==> config.mk <==
export PLATFORM = sky130hd
export DESIGN_NAME = sine_seq_ctrl
export DESIGN_NICKNAME = d
export VERILOG_FILES = /design/src/rtl/sine_seq_ctrl.sv
export SDC_FILE = /design/constraint.sdc
export NUM_CORES = 1
export LEC_CHECK = 0
export CORE_ASPECT_RATIO = 0.9
export CORE_MARGIN = 2
export CORE_UTILIZATION = 51
export CTS_CLUSTER_DIAMETER = 100
export DETAILED_ROUTE_END_ITERATION = 10
export GPL_TIMING_DRIVEN = 0
export PLACE_DENSITY = 0.75
export SLEW_MARGIN = 15
export SYNTH_ARGS = -nofsm -noshare
export SYNTH_HDL_FRONTEND = slang
export SYNTH_SLANG_ARGS = --single-unit
==> constraint.sdc <==
create_clock -name clk -period 2.12 [get_ports clk]
set_input_delay 0.424 -clock clk [delete_from_list [all_inputs] [get_ports clk]]
set_output_delay 0.424 -clock clk [all_outputs]
set_load 0.01 [all_outputs]
==> src/rtl/sine_seq_ctrl.sv <==
// sine_seq_ctrl: sample-tick sequencer for the sine synthesis path.
// Each accepted tick fetches one ROM word at the current phase, shifts it
// MSB-first to the serial DAC, pulses soc, then advances the phase by step.
// Optional feature: define SINE_SEQ_QUARTER_EN for a quarter-wave ROM
// (rom_addr narrows to ADDR_W-2 bits; address mirroring and word negation
// rebuild the full period from the first quadrant).
module sine_seq_ctrl #(
  parameter int ADDR_W = 8,
  parameter int DATA_W = 12
) (
  input  logic              clk,
  input  logic              rst_n,
  input  logic              en,
  input  logic              tick,
  input  logic [ADDR_W-1:0] step,
`ifdef SINE_SEQ_QUARTER_EN
  output logic [ADDR_W-3:0] rom_addr,
`else
  output logic [ADDR_W-1:0] rom_addr,
`endif
  output logic              rom_rd,
  input  logic [DATA_W-1:0] rom_data,
  output logic              SO,
  output logic              SI_en,
  output logic              soc,
  output logic              busy,
  output logic              overrun
);

`ifdef SINE_SEQ_QUARTER_EN
  localparam int RA_W = ADDR_W - 2;
`else
  localparam int RA_W = ADDR_W;
`endif
  localparam int CNT_W = (DATA_W > 1) ? $clog2(DATA_W) : 1;

  typedef enum logic [2:0] {
    S_IDLE  = 3'd0,
    S_FETCH = 3'd1,
    S_WAIT  = 3'd2,
    S_SHIFT = 3'd3,
    S_LOAD  = 3'd4
  } state_t;

  state_t            state_r;
  state_t            next_state_s;
  logic [ADDR_W-1:0] phase_r;
  logic              overrun_r;
  logic [RA_W-1:0]   rom_addr_r;
  logic              rom_rd_r;
  logic              si_en_r;
  logic              soc_r;
  logic              busy_r;
  logic [DATA_W-1:0] shift_r;
  logic [CNT_W-1:0]  bit_cnt_r;
  logic [RA_W-1:0]   addr_map_s;
  logic [DATA_W-1:0] word_map_s;

`ifdef SINE_SEQ_QUARTER_EN
  logic              neg_r;

  // Quarter-wave mapping: mirror the address in odd quadrants, negate the word in the second half-period
  always_comb begin
    addr_map_s = phase_r[ADDR_W-3:0];
    word_map_s = rom_data;
    if (phase_r[ADDR_W-2]) begin
      addr_map_s = ~phase_r[ADDR_W-3:0];
    end else begin
      addr_map_s = phase_r[ADDR_W-3:0];
    end
    if (neg_r) begin
      word_map_s = {DATA_W{1'b1}} - rom_data;
    end else begin
      word_map_s = rom_data;
    end
  end

  // Remember the half-period of the phase seen during FETCH for the capture in WAIT
  always_ff @(posedge clk or negedge rst_n) begin
    if (!rst_n) begin
      neg_r <= 1'b0;
    end else if (state_r == S_FETCH) begin
      neg_r <= phase_r[ADDR_W-1];
    end
  end
`else
  // Full-wave ROM: phase is the address and the word passes through untouched
  always_comb begin
    addr_map_s = phase_r;
    word_map_s = rom_data;
  end
`endif

  // Next-state logic of the frame sequencer
  always_comb begin
    next_state_s = state_r;
    case (state_r)
      S_IDLE: begin
        if (tick && en) begin
          next_state_s = S_FETCH;
        end else begin
          next_state_s = S_IDLE;
        end
      end
      S_FETCH: next_state_s = S_WAIT;
      S_WAIT:  next_state_s = S_SHIFT;
      S_SHIFT: begin
        if (bit_cnt_r == {CNT_W{1'b0}}) begin
          next_state_s = S_LOAD;
        end else begin
          next_state_s = S_SHIFT;
        end
      end
      S_LOAD:  next_state_s = S_IDLE;
      default: next_state_s = S_IDLE;
    endcase
  end

  // State register
  always_ff @(posedge clk or negedge rst_n) begin
    if (!rst_n) begin
      state_r <= S_IDLE;
    end else begin
      state_r <= next_state_s;
    end
  end

  // Phase accumulator and sticky overrun; a disabled idle sequencer rewinds both
  always_ff @(posedge clk or negedge rst_n) begin
    if (!rst_n) begin
      phase_r   <= {ADDR_W{1'b0}};
      overrun_r <= 1'b0;
    end else if ((state_r == S_IDLE) && !en) begin
      phase_r   <= {ADDR_W{1'b0}};
      overrun_r <= 1'b0;
    end else begin
      if (state_r == S_LOAD) begin
        phase_r <= phase_r + step;
      end
      if (tick && (state_r != S_IDLE)) begin
        overrun_r <= 1'b1;
      end
    end
  end

  // Serial datapath: load the ROM word in WAIT, then shift left once per SHIFT cycle.
  // After DATA_W shifts the register is empty, so SO is naturally 0 outside SHIFT.
  always_ff @(posedge clk or negedge rst_n) begin
    if (!rst_n) begin
      shift_r   <= {DATA_W{1'b0}};
      bit_cnt_r <= {CNT_W{1'b0}};
    end else begin
      case (state_r)
        S_WAIT: begin
          shift_r   <= word_map_s;
          bit_cnt_r <= CNT_W'(DATA_W - 1);
        end
        S_SHIFT: begin
          shift_r <= {shift_r[DATA_W-2:0], 1'b0};
          if (bit_cnt_r != {CNT_W{1'b0}}) begin
            bit_cnt_r <= bit_cnt_r - CNT_W'(1);
          end
        end
        default: begin
          shift_r   <= shift_r;
          bit_cnt_r <= bit_cnt_r;
        end
      endcase
    end
  end

  // Registered strobes decoded from the state being entered, plus the ROM address
  always_ff @(posedge clk or negedge rst_n) begin
    if (!rst_n) begin
      rom_addr_r <= {RA_W{1'b0}};
      rom_rd_r   <= 1'b0;
      si_en_r    <= 1'b0;
      soc_r      <= 1'b0;
      busy_r     <= 1'b0;
    end else begin
      rom_rd_r <= (next_state_s == S_FETCH);
      si_en_r  <= (next_state_s == S_SHIFT);
      soc_r    <= (next_state_s == S_LOAD);
      busy_r   <= (next_state_s != S_IDLE);
      if ((state_r == S_IDLE) && (next_state_s == S_FETCH)) begin
        rom_addr_r <= addr_map_s;
      end
    end
  end

  assign rom_addr = rom_addr_r;
  assign rom_rd   = rom_rd_r;
  assign SO       = shift_r[DATA_W-1];
  assign SI_en    = si_en_r;
  assign soc      = soc_r;
  assign busy     = busy_r;
  assign overrun  = overrun_r;

endmodule

==> impl_metrics.csv <==
group,metric,value,unit
run_status,outcome,"finished, final reports clean",
power_and_ir_drop,p_total,3.016,mW
timing,setup_tns,0,ps
setup_path,crit_end,"addr_map_s[7]",
setup_path,worst-setup-path-type,"input port to register",
layout,final_area,0.002580,mm2
worst_hold_path,hold_path.class,"input port to asynchronous set/reset pin",
timing,skew,4.885,ps
power_and_ir_drop,p_comb_share,39.9,%
setup_path,cp.arrival,2260,ps
clock_network,cts_root_buf,"clkbuf_8",
clock_network,clk_pin_slew,80,ps
setup_path,crit_slowest_cell,"clkdlybuf4s50_1",
setup_path,path_delay_family,"compound AO/OA/AOI/OAI gates",
global_routing,antenna_found_initial,0,
setup_path,slowest_delay,510,ps
logic_synthesis,synth.area.top_cells,"dfrtp_1 52%, o21ai_0 7.8%, mux2i_1 5.7%",
global_routing,grt_max_degree,24,
logic_synthesis,synth.largest_area_cell,"dfrtp_1",
clock_network,cts.path.max_buffers,2,
clock_network,cts_hold_buf,0,
logic_synthesis,synth_nets,216,
power_and_ir_drop,p_clk_share,20.4,%
power_and_ir_drop,seqPwrFrac,39.7,%
die,start_util,52.55,%
layout,nets,263,
die,chipHeight,62.41,um
die,die_x,68.90,um
logic_synthesis,synth_area,0.001933,mm2
place,dp_cells,267,
clock_network,cts_tree,"yes",
setup_path,worst-r2r-cell-count,8,
timing,hold_viol,0,
setup_path,cp-end-kind,"register",
logic_synthesis,synth_cell_types,37,
global_routing,gr-total-overflow,0,
routing,avgViaCountPerCell,5.487,
power_and_ir_drop,leakage,1.188,nW
routing,num_vias,1520,
layout,final_util,70.14,%
place,place.gp.congestion,0.7884,
place,hpwl,2967,um
global_routing,first_global_vias,1551,
die,io_pins,38,
routing,wl_per_cell,15.70,um
logic_synthesis,ys_seq_area_share,51.78,%
routing,routed_wl,4349,um
setup_path,cp.required,2350,ps
power_and_ir_drop,power_density,1169,mW/mm2
layout,fin_cells,277,
power_and_ir_drop,vdd_drop_max,0.7403,mV
timing,finalCritPeriodShare,95.63,%
logic_synthesis,syn_area_per_cell,10.56,um2
setup_path,worstPathCellList,"clkdlybuf4s50_1 > ha_4 > o211ai_2 > o21ai_2 > o31ai_2 > xor2_1 > or3_1 > o21ai_2",
setup_path,reg2reg_slack,170,ps
timing,max_slew_margin,53.88,%
setup_path,crit_path_start_kind,"input port",
routing,drt_first_pass_iters,4,
setup_path,rr_endpoint,"addr_map_s[7]",
logic_synthesis,ys_ff_latch,40,
layout,insertedDiodeCount,0,
routing,drc_errors,0,
timing,worst_pin_slew,687.2,ps
power_and_ir_drop,power_switching,1.058,mW
routing,ant_nets,0,
clock_network,clock_latency,300,ps
global_routing,track_usage,22.40,%
routing,drt_iter0_markers,126,
global_routing,grt_pass1_wl,7127,um
logic_synthesis,ys_warn_count,0,
die,dieArea,0.004299,mm2
logic_synthesis,yosysTopAreaCellShare,51.78,%
layout,area_delta_synth_final,33.46,%
clock_network,cts_buffers,5,
timing,fmaxAchievable,493.2,MHz
setup_path,crit_path_frequent_cell,"o21ai_2",
logic_synthesis,synthCells,183,
setup_path,critPathLaunch,"step[2]",
die,rows,21,
timing,finalCriticalPeriod,2027,ps
place,place_area,0.002384,mm2
clock_network,cts_sinks,40,
flow_run,maxCapViolCount,0,
die,core,0.003679,mm2
power_and_ir_drop,switching_share,35.07,%
setup_path,worstSetupPathDepth,8,
setup_path,path_buf_inv,1,
setup_path,r2r-start,"addr_map_s[0]",
clock_network,htree_levels,2,
timing,slew_viol_final,0,
layout,drive_above_1_share,16.45,%
power_and_ir_drop,p_int,1.958,mW
timing,setup_viol,0,
place,port_buffers,37,
setup_path,worstPathMaxFanout,4,
[worst reg2reg max path, cell delays in order, from the launching register on]
cell      delay [ps]
dfrtp_1          410
ha_2             210
buf_4            130
a211oi_2         210
o21ai_2          120
o31ai_2          220
xor2_1           140
or3_1            380
o21ai_2           60
[logic make-up after synthesis]
kind of cell / after synthesis / share of synthesized area (%)
flops: 40 / 51.78
mux: 18 / 9.774
simple gates: 47 / 11.65
fa+ha+maj: 9 / 6.214
buf+inv: 16 / 3.301
compound gates: 48 / 15.02
xor+xnor: 5 / 2.265
[metrics by stage]
step | setup slack [ps] | hold WS [ps]
after detailed placement | -331.2 | 400.8
after CTS | 9.621 | 79.34
after global placement | -286.1 | 462.5
after global routing | -14.91 | 97.83
after floorplan | 287.9 | 128.4
final | 92.59 | 77.35
[registers in the layout, indices dropped and copies added (netlist names)]
| name | count |
|---|---|
| rom_rd | 1 |
| rom_addr | 8 |
| SI_en | 1 |
| soc | 1 |
| addr_map_s | 8 |
| bit_cnt_r | 4 |
| shift_r | 12 |
| state_r | 3 |
| busy | 1 |
| overrun | 1 |
[cell usage in the layout (no fill, tap or decap), types with 2 or more instances in the layout]
cell type,netlist,layout
buf_1,2,2
a22oi_1,2,2
o21ai_2,2,2
xor2_1,4,4
inv_1,8,8
nand2b_1,3,3
dfrtp_1,40,40
buf_2,3,4
clkbuf_8,0,5
o21ai_0,30,29
nand2_1,25,25
ha_1,8,3
nor3_2,1,2
o21ai_1,1,2
clkbuf_1,3,4
mux2_2,7,7
or3_1,2,2
dlymetal6s2s_1,0,3
ha_4,0,4
mux2i_1,11,11
clkdlybuf4s50_1,0,33
buf_4,0,2
nor2_1,6,6
a21oi_1,5,4
[what timing repair did]
| action | 4_1_cts | 5_1_grt |
|---|---|---|
| setup buffers | 0 | 2 |
| pin swaps | 5 | 8 |
| endpoints found under the setup margin | 2 | 2 |
| gates cloned | 0 | 0 |
| resized for setup | 2 | 11 |
[worst min-delay path by stage]
| stage | start | to | depth (start not counted) |
|---|---|---|---|
| final | rst_n | rom_addr[3] | 1 |
| after global routing | rst_n | addr_map_s[7] | 1 |
| after global placement | shift_r[2] | shift_r[2] | 2 |
| after floorplan | rst_n | SI_en | 0 |
| after CTS | rst_n | rom_addr[3] | 1 |
| after detailed placement | rst_n | rom_addr[3] | 1 |
[synth_stat cells, drive strengths merged]
cell type  instances
nand2b             3
ha                 8
o211ai             1
buf                5
nand4b             1
nor3               3
or3b               1
a22oi              2
inv                8
a21o               1
mux2               7
a32o               1
xnor2              1
nand3              1
dfrtp             40
xor2               4
nor2               6
a211oi             1
o31a               1
a21oi              5
o31ai              1
o21ai             33
and3               1
mux2i             11
or3                2
or2b               1
nand2             25
fa                 1
clkbuf             3
a31oi              1
nor3b              1
o21bai             1
nor2b              2
[power groups by stage]
stage	Sequential (mW)	Combinational, mW	Clock [mW]
after floorplan	1.19	0.719	0
after global placement	1.18	1.05	0
after detailed placement	1.20	1.12	0
after CTS	1.19	1.14	0.622
after global routing	1.23	1.35	0.657
final	1.20	1.20	0.614
[per-layer routing]
metal  vias up  track usage (%)  part of all wire [%]  routed length (um)
met2        39            33.89                    49                2139
met4         0            9.314                   1.7                  75
met3         9            6.306                   4.1                 180
met5         -                0                     0                   0
li1        732                -                     -                   -
met1       740            30.06                    45                1953
[final cells by class]
cell class                 count  area [um2]
buffer                         8       33.78
clock buffer                   6       72.57
clock inverter                 2       35.03
fill                         272        1099
inverter                       8       30.03
multi-input combinational    127       934.6
sequential                    40        1001
tap                           46       57.56
timing repair buffer          40       415.4
Note: power is estimated with default switching activity, not from simulation.
